`config.mk`:
```
export PLATFORM = sky130hd
export DESIGN_NAME = store_m_flat
export DESIGN_NICKNAME = d
export VERILOG_FILES = /design/src/rtl/store_m_if.sv /design/src/rtl/store_m.sv /design/src/flat_wrapper.sv
export SDC_FILE = /design/constraint.sdc
export NUM_CORES = 1
export LEC_CHECK = 0
export BUFFER_PORTS_ARGS = -buffer_cell sky130_fd_sc_hd__buf_4
export CAP_MARGIN = 0
export CORE_UTILIZATION = 49
export CTS_BUF_LIST = sky130_fd_sc_hd__clkbuf_8 sky130_fd_sc_hd__clkbuf_16
export DETAILED_ROUTE_END_ITERATION = 16
export PLACE_DENSITY = 0.85
export SLEW_MARGIN = 0
export SYNTH_ARGS = -nofsm -noshare
export SYNTH_HDL_FRONTEND = slang
export SYNTH_SLANG_ARGS = --single-unit
```
`constraint.sdc`:
```
create_clock -name clk -period 2.2 [get_ports clk]
set_input_delay 0.33 -clock clk [delete_from_list [all_inputs] [get_ports clk]]
set_output_delay 0.33 -clock clk [all_outputs]
set_load 0.05 [all_outputs]
```
`src/rtl/store_m_if.sv`:
```
// store_m_if: start/status, tile handshake and byte-write bus of store_m.
// STORE_M_BOUNDS_CHECK_EN adds the error flag to the bus.
interface store_m_if #(parameter int TILE_WIDTH = 256);
    logic                  valid_in;
    logic [23:0]           dram_addr;
    logic [19:0]           length;
    logic [TILE_WIDTH-1:0] tile_in;
    logic                  tile_valid;
    logic                  tile_ready;
    logic                  mem_we;
    logic [23:0]           mem_addr;
    logic [7:0]            mem_wdata;
    logic                  busy;
    logic                  valid_out;
`ifdef STORE_M_BOUNDS_CHECK_EN
    logic                  error;
    modport master(output valid_in, dram_addr, length, tile_in, tile_valid,
                   input tile_ready, mem_we, mem_addr, mem_wdata, busy, valid_out, error);
    modport slave(input valid_in, dram_addr, length, tile_in, tile_valid,
                  output tile_ready, mem_we, mem_addr, mem_wdata, busy, valid_out, error);
`else
    modport master(output valid_in, dram_addr, length, tile_in, tile_valid,
                   input tile_ready, mem_we, mem_addr, mem_wdata, busy, valid_out);
    modport slave(input valid_in, dram_addr, length, tile_in, tile_valid,
                  output tile_ready, mem_we, mem_addr, mem_wdata, busy, valid_out);
`endif
endinterface

```
`src/rtl/store_m.sv`:
```
// store_m: serialises TILE_WIDTH-bit tiles into length byte writes from dram_addr.
// Defining STORE_M_BOUNDS_CHECK_EN rejects transfers running past the 24-bit space.
module store_m #(
    parameter int TILE_WIDTH = 256,
    parameter int DATA_WIDTH = 8
) (
    input logic      clk,
    input logic      rst,
    store_m_if.slave bus
);
    localparam int NUM_BYTES = TILE_WIDTH / DATA_WIDTH;
    localparam int CW = NUM_BYTES > 1 ? $clog2(NUM_BYTES) : 1;

    typedef enum logic [1:0] {IDLE, WAIT_TILE, WRITING, DONE} state_t;

    state_t                state_q, state_d;
    logic [23:0]           ptr_q, ptr_d;
    logic [19:0]           rem_q, rem_d;
    logic [TILE_WIDTH-1:0] tile_q, tile_d;
    logic [CW-1:0]         cnt_q, cnt_d;
    logic                  we_q, we_d;
    logic [23:0]           addr_q, addr_d;
    logic [7:0]            wdata_q, wdata_d;
    logic                  vo_q, vo_d;
    logic                  oob;
`ifdef STORE_M_BOUNDS_CHECK_EN
    logic                  oob_q, oob_d;
    logic                  err_q, err_d;
`endif

    always_comb begin
        state_d = state_q;
        ptr_d   = ptr_q;
        rem_d   = rem_q;
        tile_d  = tile_q;
        cnt_d   = cnt_q;
        we_d    = 1'b0;
        addr_d  = addr_q;
        wdata_d = wdata_q;
        vo_d    = state_q == DONE;
`ifdef STORE_M_BOUNDS_CHECK_EN
        oob     = ({1'b0, bus.dram_addr} + {5'b0, bus.length}) > 25'h100_0000;
        oob_d   = oob_q;
        err_d   = state_q == DONE && oob_q;
`else
        oob     = 1'b0;
`endif
        case (state_q)
            IDLE: if (bus.valid_in) begin
                ptr_d   = bus.dram_addr;
                rem_d   = bus.length;
                state_d = (bus.length == 20'd0 || oob) ? DONE : WAIT_TILE;
`ifdef STORE_M_BOUNDS_CHECK_EN
                oob_d   = oob;
`endif
            end
            WAIT_TILE: if (bus.tile_valid) begin
                tile_d  = bus.tile_in;
                cnt_d   = '0;
                state_d = WRITING;
            end
            WRITING: begin
                // the tile shifts left so the next byte is always at the MSB end
                we_d    = 1'b1;
                addr_d  = ptr_q;
                wdata_d = tile_q[TILE_WIDTH-1 -: DATA_WIDTH];
                tile_d  = tile_q << DATA_WIDTH;
                ptr_d   = ptr_q + 24'd1;
                rem_d   = rem_q - 20'd1;
                cnt_d   = cnt_q + 1'b1;
                state_d = rem_q == 20'd1 ? DONE : cnt_q == CW'(NUM_BYTES - 1) ? WAIT_TILE : WRITING;
            end
            default: state_d = IDLE;
        endcase
    end

    always_ff @(posedge clk) begin
        if (!rst) begin
            state_q <= IDLE;
            ptr_q   <= '0;
            rem_q   <= '0;
            tile_q  <= '0;
            cnt_q   <= '0;
            we_q    <= 1'b0;
            addr_q  <= '0;
            wdata_q <= '0;
            vo_q    <= 1'b0;
`ifdef STORE_M_BOUNDS_CHECK_EN
            oob_q   <= 1'b0;
            err_q   <= 1'b0;
`endif
        end else begin
            state_q <= state_d;
            ptr_q   <= ptr_d;
            rem_q   <= rem_d;
            tile_q  <= tile_d;
            cnt_q   <= cnt_d;
            we_q    <= we_d;
            addr_q  <= addr_d;
            wdata_q <= wdata_d;
            vo_q    <= vo_d;
`ifdef STORE_M_BOUNDS_CHECK_EN
            oob_q   <= oob_d;
            err_q   <= err_d;
`endif
        end
    end

    assign bus.tile_ready = state_q == WAIT_TILE;
    assign bus.busy       = state_q != IDLE;
    assign bus.mem_we     = we_q;
    assign bus.mem_addr   = addr_q;
    assign bus.mem_wdata  = wdata_q;
    assign bus.valid_out  = vo_q;
`ifdef STORE_M_BOUNDS_CHECK_EN
    assign bus.error      = err_q;
`endif
endmodule

```
`src/flat_wrapper.sv`:
```
// flat-port wrapper written by rule: the top's interface ports become plain ports
module store_m_flat 
#(
    parameter int TILE_WIDTH = 256,
    parameter int DATA_WIDTH = 8
)
  (clk, rst, bus_valid_in, bus_dram_addr, bus_length, bus_tile_in, bus_tile_valid, bus_tile_ready, bus_mem_we, bus_mem_addr, bus_mem_wdata, bus_busy, bus_valid_out);
  store_m_if #(.TILE_WIDTH(TILE_WIDTH)) bus_i ();
  input logic clk;
  input logic rst;
  input wire logic [$bits(bus_i.valid_in)-1:0] bus_valid_in;
  input wire logic [$bits(bus_i.dram_addr)-1:0] bus_dram_addr;
  input wire logic [$bits(bus_i.length)-1:0] bus_length;
  input wire logic [$bits(bus_i.tile_in)-1:0] bus_tile_in;
  input wire logic [$bits(bus_i.tile_valid)-1:0] bus_tile_valid;
  output wire logic [$bits(bus_i.tile_ready)-1:0] bus_tile_ready;
  output wire logic [$bits(bus_i.mem_we)-1:0] bus_mem_we;
  output wire logic [$bits(bus_i.mem_addr)-1:0] bus_mem_addr;
  output wire logic [$bits(bus_i.mem_wdata)-1:0] bus_mem_wdata;
  output wire logic [$bits(bus_i.busy)-1:0] bus_busy;
  output wire logic [$bits(bus_i.valid_out)-1:0] bus_valid_out;
  assign bus_i.valid_in = bus_valid_in;
  assign bus_i.dram_addr = bus_dram_addr;
  assign bus_i.length = bus_length;
  assign bus_i.tile_in = bus_tile_in;
  assign bus_i.tile_valid = bus_tile_valid;
  assign bus_tile_ready = bus_i.tile_ready;
  assign bus_mem_we = bus_i.mem_we;
  assign bus_mem_addr = bus_i.mem_addr;
  assign bus_mem_wdata = bus_i.mem_wdata;
  assign bus_busy = bus_i.busy;
  assign bus_valid_out = bus_i.valid_out;
  store_m #(.TILE_WIDTH(TILE_WIDTH), .DATA_WIDTH(DATA_WIDTH)) u_core (.clk(clk), .rst(rst), .bus(bus_i));
endmodule
```
==> metrics.md, run 1 <==
| Metric | Value |
|---|---|
| Post-Layout Inst Area | `19500 um^2` |
| Clock Path Buffers | `3` |
| Routed wire length | `45300 um` |
| Seq/Total Area, Yosys | `45.0%` |
| Core Area | `approximately 31000 um^2` |
| CTS tree | `yes` |
| Width of the chip | `178 um` |
| Clock root buffer | `clkbuf_16` |
| Die area | `31700 um^2` |
| Req. time, crit path | `1.87 ns` |
| ANT cells | `0` |
| Nets | `around 2600` |
| Initial antenna violation count | `0` |
| Synth Instances | `1997` |
| Gp weighted congestion | `between 0.9 and 1` |
| Layout cell share with drive strength beyond 1 | `between 20% and 30%` |
| WL per Instance | `17.0 um` |
| Syn-to-layout area delta | `28.5%` |
| Pwr dens | `about 830 nW/um^2` |
| Slew @ Worst Pin | `roughly 0.63 ns` |
| Deepest level of the CTS H-tree | `2` |
| Clock latency on the worst-skew pair | `between 0.5 and 0.6 ns` |
| Gr ovfl total | `0` |
| Worst hold path type | `in2reg` |
| Endpoints failing setup | `0` |
| Async set or reset register ratio after synthesis | `0%` |
| Max FO, Critical Path | `23` |
| DR vias/cell | `5.80` |
| Worst EP arrival | `approximately 1.7 ns` |
| Area share of the largest cell type after synthesis | `between 40% and 50%` |
| Port buffer count | `339` |
| Max Fclk | `just under 500 MHz` |
| Crit Path Class | `reg2out` |
| Hold Buf Count CTS | `0` |
| Total CTS buffers | `37` |
| Max Slew Vio Count | `0` |
| Final period utilization | `94.1%` |
| Multi-input logic area | `7630 um^2` |
| Synth Flop Type | `dfxtp_1` |
| Post-CTS setup buffer count | `0` |
| Synth top area cells | `dfxtp_1 45%, nand2_1 15%, a311oi_1 14%, nor2_1 7.0%, clkbuf_1 4.1%` |
| Post-Syn Area | `approximately 15000 um^2` |
| CTS sink count | `341` |
| Max IR drop VDD | `0.607 mV` |
| Max cap viols | `0` |
| Hpwl dp | `30900 um` |
| Most frequent cells in the layout | `622 x nand2_1, 378 x buf_4, 340 x dfxtp_1` |
| First-pass GRT wire length | `70600 um` |
| Commonest non-fill, non-tap cell in the layout | `nand2_1` |
| Min Tclk post-route | `2.07 ns` |
| Initial Util | `49.7%` |
| Synth Area per Inst | `7.60 um^2` |
| Via count | `15479` |
| Largest net degree at the start of global routing | `around 140` |
| GRT Total Usage | `27.3%` |
| Outcome | `finished clean` |
| # fillers | `2577` |
| Lkg Pwr | `7.66 nW` |
| Register Area | `between 6000 and 7000 um^2` |
| Yosys warnings | `0` |
| Final ANT Viol Nets | `0` |
| Chip height | `178 um` |
| Number of remaining DRC errors | `0` |
| Crit. End Element | `primary output` |
| # rows | `between 60 and 70` |
| RSZ-0062 raised after global routing | `false` |
| Clock slew at reported path FFs | `0.06 ns` |
| Startpoint types | `register` |
| Vias in the first global route | `14291` |
| Post-synth EDFFs | `0` |
| Mapped Nets | `2306` |
| Area leader, netlist | `dfxtp_1` |
| Post-synth cell types | `60` |
| Relative slew slack | `58.2%` |
| #FFs+latches synth | `~340` |
| Fin Clk Skew | `0.0151 ns` |
| Fin. Hold Viols | `0` |
| # IOs | `340` |
| Initial detailed-routing violation count | `about 1400` |
| DP Area | `18200 um^2` |
| Setup_tns | `0 ns` |
| Initial DRT Pass Iterations | `5` |
area by class of cell:
class | instances | area share (%)
multi-input cells | 1455 | 39.1
inverters | 13 | 0.289
clock buffers | 42 | 5.16
flip-flops and latches | 341 | 35.0
well taps | 396 | 2.54
clock inverters | 23 | 1.26
repair buffers | 398 | 16.6
power by group:
group          switching, mW  internal, mW  total (mW)
registers              0.395          6.77        7.17
logic                   1.51          1.21        2.72
clock network           2.53          3.86        6.39
total                   4.44          11.8        16.3
what timing repair did:
action / in CTS / in global routing
endpoints found under the hold margin: 0 / 0
resized for setup: 0 / 2
setup endpoints to repair: 0 / 2
synth_stat cells (3+ instances only):
| library cell | number |
|---|---|
| nand2_1 | 622 |
| dfxtp_1 | 341 |
| nor2_1 | 282 |
| a311oi_1 | 249 |
| clkbuf_1 | 164 |
| a21oi_1 | 54 |
| o21ai_0 | 30 |
| a22oi_1 | 18 |
| buf_1 | 16 |
| or3_1 | 16 |
| a31oi_1 | 15 |
| nand3_1 | 14 |
| nor3_1 | 13 |
| o211ai_1 | 13 |
| inv_1 | 12 |
| nor4_1 | 11 |
| or4_1 | 10 |
| nand4_1 | 8 |
| o22ai_1 | 8 |
| buf_2 | 7 |
| ha_1 | 5 |
| o31ai_1 | 5 |
| and3_1 | 4 |
| nor2b_1 | 4 |
| o21a_1 | 4 |
| o221ai_1 | 4 |
| or2_2 | 4 |
| xnor2_1 | 4 |
| a211oi_1 | 3 |
| a22o_1 | 3 |
| a2bb2oi_1 | 3 |
| and2_1 | 3 |
| nand3b_1 | 3 |
| nand4b_1 | 3 |
| nor3b_1 | 3 |
| nor4b_1 | 3 |
| o211a_1 | 3 |
layer usage:
metal / track usage [%] / part of all wire [%] / vias to the layer above
met5: 0 / 0 / -
met1: 35.6 / 42 / 7160
li1: - / - / 7542
met4: 11.3 / 3.4 / 0
met3: 5.67 / 7.8 / 105
met2: 43.9 / 46 / 672
critical path: stages (launching register included):
cell and delay [ns]:
dfxtp_2 0.40, buf_12 0.18, buf_4 0.20, inv_1 0.09, nand2_1 0.13, buf_4 0.22
registers in the layout (all words and copies together) (netlist names):
register              cells
u_core.bus.mem_addr      24
u_core.ptr_q             24
u_core.bus.mem_wdata      8
u_core.tile_q           256
u_core.bus.mem_we         1
u_core.bus.valid_out      1
u_core.state_q            2
u_core.cnt_q              5
u_core.rem_q             20
worst paths after layout:
| check | startpoint | endpoint | slack, ns | cells past startpoint |
|---|---|---|---|---|
| worst max-delay path | u_core.state_q[0]$_SDFFE_PN0P_ | bus_busy | 0.13 | 5 |
| worst min-delay path | bus_tile_in[253] | u_core.tile_q[253]$_SDFFE_PN0P_ | 0.07 | 3 |
| worst max register to register | u_core.rem_q[12]$_SDFFE_PN0P_ | u_core.rem_q[17]$_SDFFE_PN0P_ | 0.14 | 4 |
| worst min register to register | u_core.bus.mem_addr[23]$_SDFFE_PN0P_ | u_core.bus.mem_addr[23]$_SDFFE_PN0P_ | 0.45 | 2 |
through the flow:
stage | setup slack [ns] | hold WS, ns | power, mW | util, % | cells
6_report | 0.130 | 0.0746 | 16.3 | 63.9 | 2668
3_5_place_dp | 0.0892 | 0.448 | 9.97 | 59.8 | 2603
3_3_place_gp | 0.103 | 0.429 | 9.87 | 59.8 | 2603
4_1_cts | 0.0334 | 0.0582 | 16.3 | 63.9 | 2668
2_1_floorplan | 0.0465 | 0.415 | 8.87 | - | 1997
5_1_grt | 0.0331 | 0.0653 | 17.0 | 63.9 | 2668
kinds of logic (layout without fill, tap and decap cells):
logic type | after synthesis | after routing | share of synthesized area, %
simple gates | 1009 | 1009 | 26.8
mux | 3 | 3 | 0.214
fa+ha+maj | 5 | 5 | 0.412
xor+xnor | 4 | 4 | 0.231
buf+inv | 201 | 476 | 5.04
compound gates | 434 | 434 | 22.3
flops | 341 | 341 | 45.0
Power figures use the tool's default switching activity.
==> run 2, diff against run 1 <==
--- a/config.mk
+++ b/config.mk
@@ -7,10 +7,10 @@
 export LEC_CHECK = 0
 export BUFFER_PORTS_ARGS = -buffer_cell sky130_fd_sc_hd__buf_4
 export CAP_MARGIN = 0
-export CORE_UTILIZATION = 49
-export CTS_BUF_LIST = sky130_fd_sc_hd__clkbuf_8 sky130_fd_sc_hd__clkbuf_16
+export CORE_UTILIZATION = 51
+export CTS_BUF_LIST = sky130_fd_sc_hd__clkbuf_4 sky130_fd_sc_hd__clkbuf_8
 export DETAILED_ROUTE_END_ITERATION = 16
-export PLACE_DENSITY = 0.85
+export PLACE_DENSITY = 0.88
 export SLEW_MARGIN = 0
 export SYNTH_ARGS = -nofsm -noshare
 export SYNTH_HDL_FRONTEND = slang
==> run 2 against run 1 <==
  * Clock power down 9.2%
  * Clock-buffer cell count up 48
  * Worst setup slack worse by 0.031 ns
  * Combinational power up 6%
  * Non-clock buffer count up 68
  * Clock skew up 0.024 ns
  * Wire length up 7.0%
  * Sequential share of layout area down 1.1 points
  * Largest cell class unchanged
  * Die area down 3.9%
  * Global-route usage up 3.1 points
  * Sequential power about the same
  * Maximum frequency down 1.5%
==> metrics.md, run 2 (synthesis gave the netlist of run 1 again) <==
| Metric | Value |
|---|---|
| Max FO, Critical Path | `6 (-74%)` |
| Gr ovfl total | `0 (unchanged)` |
| GRT Total Usage | `30.5% (+3.1 points)` |
| Chip height | `175 um (-2.0%)` |
| Number of remaining DRC errors | `0 (unchanged)` |
| Critical path's largest stage delay | `0.56 ns (+0.16 ns)` |
| Clock root buffer | `clkbuf_8` |
| Initial detailed-routing violation count | `1547 (+12%)` |
| CTS sink count | `341 (unchanged)` |
| Layout cell share with drive strength beyond 1 | `22.0% (+1.2 points)` |
| Final core utilization | `69.4% (+5.5 points)` |
| RSZ-0062 raised after global routing | `false` |
| Internal power | `11.3 mW (-4.2%)` |
| WL per Instance | `17.6 um (+3.6%)` |
| # rows | `62 (-3.1%)` |
| Initial Util | `52.3% (+2.6 points)` |
| DP Worst Slack | `0.120 ns (+0.0306 ns)` |
| Met1 Use GR | `38.1% (+2.5 points)` |
| Max cap viols | `0 (unchanged)` |
| R2R Setup Slk | `0.1 ns (-0.04 ns)` |
| Lkg Pwr | `7.96 nW (+3.9%)` |
| Vias in the first global route | `15408 (+7.8%)` |
| Hold Path Origin | `bus_length[16]` |
| GRT Max-Usage Layer | `met2` |
| Worst Setup Slack, final | `0.0988 ns (-0.0314 ns)` |
| Gp weighted congestion | `0.929 (-2.5%)` |
| Crit Path Class | `reg2reg` |
| Endpoints failing setup | `0 (unchanged)` |
| Fin Clk Skew | `0.0392 ns (+0.0240 ns)` |
| Seq pwr share | `45.2% (+1.2 points)` |
| Worst reg2reg path endpoint | `u_core.ptr_q[22]$_SDFFE_PN0P_` |
| Max Slew Vio Count | `0 (unchanged)` |
| Worst EP arrival | `2.62 ns (+0.88 ns)` |
| Port buffer count | `339 (unchanged)` |
| Worst hold path type | `in2reg` |
| Largest register FFs | `256 (unchanged)` |
| Min Tclk post-route | `2.10 ns (+0.0314 ns)` |
| Fin. Hold Viols | `0 (unchanged)` |
| Critical path's slowest cell | `or4_1` |
| Hold path cells | `3 (unchanged)` |
| Core Area | `29000 um^2 (-4.9%)` |
| Sw frac | `28.4% (+1.2 points)` |
| Commonest non-fill, non-tap cell in the layout | `nand2_1` |
| Max Fclk | `476 MHz (-1.5%)` |
| Slew @ Worst Pin | `0.602 ns (-0.0256 ns)` |
| FF-to-FF path depth | `5 (+1)` |
| Most frequent cells in the layout | `622 x nand2_1, 380 x buf_4, 339 x dfxtp_1` |
| DR vias/cell | `5.90 (+1.7%)` |
| R2R Path Start | `u_core.ptr_q[1]$_SDFFE_PN0P_` |
| Crit. End Element | `register` |
| GR Util met2 | `50.8% (+6.9 points)` |
| Startpoint types | `register` |
| Via count | `16263 (+5.1%)` |
| Routed wire length | `48500 um (+7.0%)` |
| Width of the chip | `175 um (-2.0%)` |
| WHS Endpoint | `u_core.rem_q[16]$_SDFFE_PN0P_` |
| Switching Power | `4.50 mW (+1.5%)` |
| Pwr dens | `787 nW/um^2 (-5.7%)` |
| Clk network pwr share | `36.6% (-2.6 points)` |
| Comb power frac | `18.2% (+1.5 points)` |
| First-pass GRT wire length | `76200 um (+8.0%)` |
| Syn-to-layout area delta | `32.7%` |
| # IOs | `340 (unchanged)` |
| Cell mode on critical path | `or4_1` |
| Max IR drop VDD | `0.510 mV (-16%)` |
| Largest register by flop count | `u_core.tile_q` |
| Clock latency on the worst-skew pair | `0.59 ns (+0.07 ns)` |
| Setup_tns | `0 ns (unchanged)` |
| CTS tree | `yes` |
| Clock slew at reported path FFs | `0.06 ns (about the same)` |
| Initial DRT Pass Iterations | `6 (+1)` |
| Post-Layout Inst Area | `20100 um^2 (+3.3%)` |
| Deepest level of the CTS H-tree | `2 (unchanged)` |
| Largest net degree at the start of global routing | `88 (-35%)` |
| Initial antenna violation count | `0 (unchanged)` |
| Final ANT Viol Nets | `0 (unchanged)` |
| Total CTS buffers | `54 (+46%)` |
| Relative slew slack | `59.9% (+1.7 points)` |
| Outcome | `finished clean` |
| Hpwl dp | `31500 um (+1.9%)` |
| DP Area | `18300 um^2 (+0.51%)` |
| Nets | `2640 (+3.3%)` |
| Die area | `30500 um^2 (-3.9%)` |
| Clock Path Buffers | `3 (unchanged)` |
| Worst-path cell chain | `ha_1, nand3_1, or4_1, or4_1, a31oi_1` |
| ANT cells | `0 (unchanged)` |
| Final period utilization | `95.5% (+1.4 points)` |
| Req. time, crit path | `2.72 ns (+0.85 ns)` |
| Met3 Track Usage GR | `5.23% (-0.44 points)` |
-- run 2: changes by cell type in the layout (fill, tap and decap cells not counted), sizes merged --
cell and delta:
dlygate4sd3 +61, clkbuf +48, inv -9, buf +7, bufinv -5, clkinv -1
-- run 2: metal layers --
layer	part of all wire [%]	wire, um
met5	0	0
met4	4.3	2090
met3	7.8	3770
met2	47	23000
met1	40	19600
-- run 2: timing repair --
item,in CTS,in global routing
buffers inserted,0,1
setup endpoints to repair,0,7
resized for setup,0,2
endpoints found under the hold margin,61,0
hold buffers,61,0
-- run 2: through the flow --
stage	hold slack [ns]	cells	power, mW
floorplan	0.415	1997	8.87
global placement	0.429	2597	9.86
finish	0.0230	2757	15.9
detailed placement	0.439	2597	9.97
global route	0.00377	2757	16.5
CTS	0.0000823	2756	15.8
-- run 2: worst max-delay path by stage --
stage / slack (ns) / startpoint / endpoint / cells past startpoint
CTS: 0.06 / u_core.state_q[1]$_SDFFE_PN0P_ / bus_busy / 4
finish: 0.1 / u_core.ptr_q[1]$_SDFFE_PN0P_ / u_core.ptr_q[22]$_SDFFE_PN0P_ / 5
floorplan: 0.05 / u_core.rem_q[9]$_SDFFE_PN0P_ / u_core.rem_q[17]$_SDFFE_PN0P_ / 6
global route: 0.01 / u_core.ptr_q[1]$_SDFFE_PN0P_ / u_core.ptr_q[22]$_SDFFE_PN0P_ / 5
detailed placement: 0.12 / u_core.rem_q[9]$_SDFFE_PN0P_ / u_core.rem_q[17]$_SDFFE_PN0P_ / 4
global placement: 0.12 / u_core.rem_q[9]$_SDFFE_PN0P_ / u_core.rem_q[17]$_SDFFE_PN0P_ / 4
-- run 2: area by class of cell --
cell class,instances,area [um^2]
fillers,2185,8870
multi-input cells,1455,7620
flip-flops and latches,341,6830
repair buffers,466,3960
clock buffers,90,1140
well taps,384,480
inverters,13,56.3
clock inverters,8,42.5
-- run 2: power groups by stage --
stage	logic (mW)	registers [mW]	clock network, mW
CTS	2.82	7.14	5.85
global placement	2.62	7.24	0
global route	3.15	7.23	6.12
finish	2.89	7.17	5.80
floorplan	1.70	7.17	0
detailed placement	2.71	7.27	0
-- run 2: worst max-delay path, delay by kind of cell (launching register included) --
| kind | cells | cell delay (ns) |
|---|---|---|
| AO/OA/AOI/OAI | 1 | 0.17 |
| adder cells (fa/ha/maj) | 1 | 0.25 |
| AND/OR/NAND/NOR | 3 | 1.19 |
| flip-flops | 1 | 0.41 |
==> run 3, diff against run 2 <==
--- a/config.mk
+++ b/config.mk
@@ -7,10 +7,11 @@
 export LEC_CHECK = 0
 export BUFFER_PORTS_ARGS = -buffer_cell sky130_fd_sc_hd__buf_4
 export CAP_MARGIN = 0
-export CORE_UTILIZATION = 51
+export CORE_UTILIZATION = 56
 export CTS_BUF_LIST = sky130_fd_sc_hd__clkbuf_4 sky130_fd_sc_hd__clkbuf_8
+export CTS_CLUSTER_DIAMETER = 30
 export DETAILED_ROUTE_END_ITERATION = 16
-export PLACE_DENSITY = 0.88
+export PLACE_DENSITY = 0.91
 export SLEW_MARGIN = 0
 export SYNTH_ARGS = -nofsm -noshare
 export SYNTH_HDL_FRONTEND = slang
==> constraint.sdc (replaced) <==
create_clock -name clk -period 2.37 [get_ports clk]
set_input_delay 0.3555 -clock clk [delete_from_list [all_inputs] [get_ports clk]]
set_output_delay 0.3555 -clock clk [all_outputs]
set_load 0.05 [all_outputs]
==> run 3 against run 2 <==
  * Sequential share of layout area up 0.98 points
  * Final area down 2.8%
  * Critical path type unchanged
  * Non-clock buffer count down 73
==> metrics.md, run 3 (synthesis gave the netlist of run 1 again) <==
| Metric | Value |
|---|---|
| Clock root buffer | `clkbuf_8` |
| Initial antenna violation count | `2 (+2)` |
| Gr ovfl total | `0 (unchanged)` |
| Setup_tns | `0 ns (unchanged)` |
| Vias in the first global route | `15019 (-2.5%)` |
| GRT Total Usage | `32.2% (+1.7 points)` |
| # rows | `59 (-4.8%)` |
| Syn-to-layout area delta | `28.9%` |
| # IOs | `340 (unchanged)` |
| Slew @ Worst Pin | `0.741 ns (+0.139 ns)` |
| Most frequent cells in the layout | `622 x nand2_1, 370 x buf_4, 340 x dfxtp_1` |
| First-pass GRT wire length | `73700 um (-3.3%)` |
| Worst-path cell chain | `or3_1, or3_1, o311a_1, a2111oi_2` |
| Hpwl dp | `31200 um (-0.81%)` |
| Critical path's largest stage delay | `0.52 ns (-0.04 ns)` |
| Die area | `27800 um^2 (-8.8%)` |
| Max Fclk | `450 MHz (-5.4%)` |
| Total power | `15.4 mW (-2.9%)` |
| Startpoint types | `register` |
| Total CTS buffers | `67 (+24%)` |
| Largest register FFs | `256 (unchanged)` |
| WL per Instance | `17.3 um (-1.9%)` |
| Clock Path Buffers | `3 (unchanged)` |
| Req. time, crit path | `2.80 ns (+0.08 ns)` |
| Outcome | `finished clean` |
| Commonest non-fill, non-tap cell in the layout | `nand2_1` |
| Crit. End Element | `register` |
| CTS sink count | `341 (unchanged)` |
| Crit Path Class | `reg2reg` |
| RSZ-0062 raised after global routing | `false` |
| Lkg Pwr | `7.72 nW (-2.9%)` |
| Max IR drop VDD | `0.450 mV (-12%)` |
| Post-CTS setup buffer count | `0 (unchanged)` |
| Core Area | `26400 um^2 (-9.2%)` |
| Initial DRT Pass Iterations | `6 (unchanged)` |
| Pwr dens | `787 nW/um^2 (about the same)` |
| Max Slew Vio Count | `0 (unchanged)` |
| Width of the chip | `167 um (-4.5%)` |
| Max cap viols | `0 (unchanged)` |
| Cells after DPL | `2537 (-2.3%)` |
| Relative slew slack | `50.6% (-9.2 points)` |
| Min Tclk post-route | `2.22 ns (+0.121 ns)` |
| Fin. Hold Viols | `0 (unchanged)` |
| Layout cell share with drive strength beyond 1 | `22.7% (+0.67 points)` |
| Endpoints failing setup | `0 (unchanged)` |
| Largest register by flop count | `u_core.tile_q` |
| Worst hold path type | `in2reg` |
| Final ANT Viol Nets | `0 (unchanged)` |
| Non-Filler Instances | `2653 (-3.8%)` |
| Hold WS | `0.0669 ns (+0.0439 ns)` |
| Number of remaining DRC errors | `0 (unchanged)` |
| Clock slew at reported path FFs | `0.06 ns (about the same)` |
| Final period utilization | `93.8% (-1.7 points)` |
| Max FO, Critical Path | `9 (+3)` |
| Fin Clk Skew | `0.0264 ns (-0.0127 ns)` |
| CTS tree | `yes` |
| Clock latency on the worst-skew pair | `0.57 ns (-0.02 ns)` |
| Initial detailed-routing violation count | `1834 (+19%)` |
| Port buffer count | `339 (unchanged)` |
| Nets | `2580 (-2.3%)` |
| Worst EP arrival | `2.65 ns (+0.03 ns)` |
| Critical path's slowest cell | `or3_1` |
| Routed wire length | `45800 um (-5.6%)` |
| Deepest level of the CTS H-tree | `3 (+1)` |
| Initial Util | `57.6% (+5.3 points)` |
| Cell mode on critical path | `or3_1` |
| Hold Buf Count CTS | `0 (-100%)` |
| Largest net degree at the start of global routing | `139 (+58%)` |
| Chip height | `167 um (-4.5%)` |
| Post-CTS sizing | `0 (unchanged)` |
| Gp weighted congestion | `0.925 (-0.47%)` |
| DR vias/cell | `6.00 (+1.6%)` |
| Via count | `15907 (-2.2%)` |
| Final core utilization | `74.3% (+4.8 points)` |
-- run 3: changes by cell type in the layout (fill, tap and decap cells not counted), sizes merged --
cell and change:
clkbuf -4, clkinv +9, clkinvlp +4, diode +2, buf -12, inv +2
bufinv +5, dlygate4sd3 -61
-- run 3: path summary, 6_finish.rpt --
path                                     start                         endpoint  slack, ns  cells after the start
setup / recovery  u_core.rem_q[9]$_SDFFE_PN0P_   u_core.state_q[1]$_SDFFE_PN0P_       0.15                      4
hold / removal                bus_tile_in[147]  u_core.tile_q[147]$_SDFFE_PN0P_       0.07                      3
setup reg to reg  u_core.rem_q[9]$_SDFFE_PN0P_   u_core.state_q[1]$_SDFFE_PN0P_       0.15                      4
hold reg to reg   u_core.cnt_q[3]$_SDFFE_PN0P_     u_core.cnt_q[3]$_SDFFE_PN0P_       0.45                      1
-- run 3: power by group --
part / switching [mW] / internal [mW] / leakage (nW)
combinational: 1.41 / 1.12 / 4.20
clock: 2.55 / 3.64 / 0.733
sequential: 0.382 / 6.29 / 2.79
-- run 3: critical path: cells and delay by family (launching register included) --
family          cells  cell delay (ns)
compound gates      2             0.79
simple gates        2             0.94
flops               1             0.37
-- run 3: per-layer routing --
metal	vias to the layer above	share of wire (%)	track usage, %
li1	7612	-	-
met1	7344	40	40.4
met2	815	48	52.8
met3	136	8.7	6.82
met4	0	3.6	15.5
met5	-	0	0
-- run 3: area by class of cell --
cell class / count / area [um^2]
multi-input cells: 1455 / 7620
flip-flops and latches: 341 / 6830
fillers: 1962 / 6780
repair buffers: 393 / 3240
clock buffers: 86 / 1110
well taps: 335 / 419
clock inverters: 28 / 293
inverters: 13 / 56.3
diodes: 2 / 5.00
-- run 3: metrics by stage --
stage / setup slack [ns] / instance area, um^2
final: 0.148 / 19600
after global routing: 0.0505 / 19600
after CTS: 0.0410 / 19600
after detailed placement: 0.207 / 18200
after global placement: 0.266 / 18200
after floorplan: 0.120 / 15200
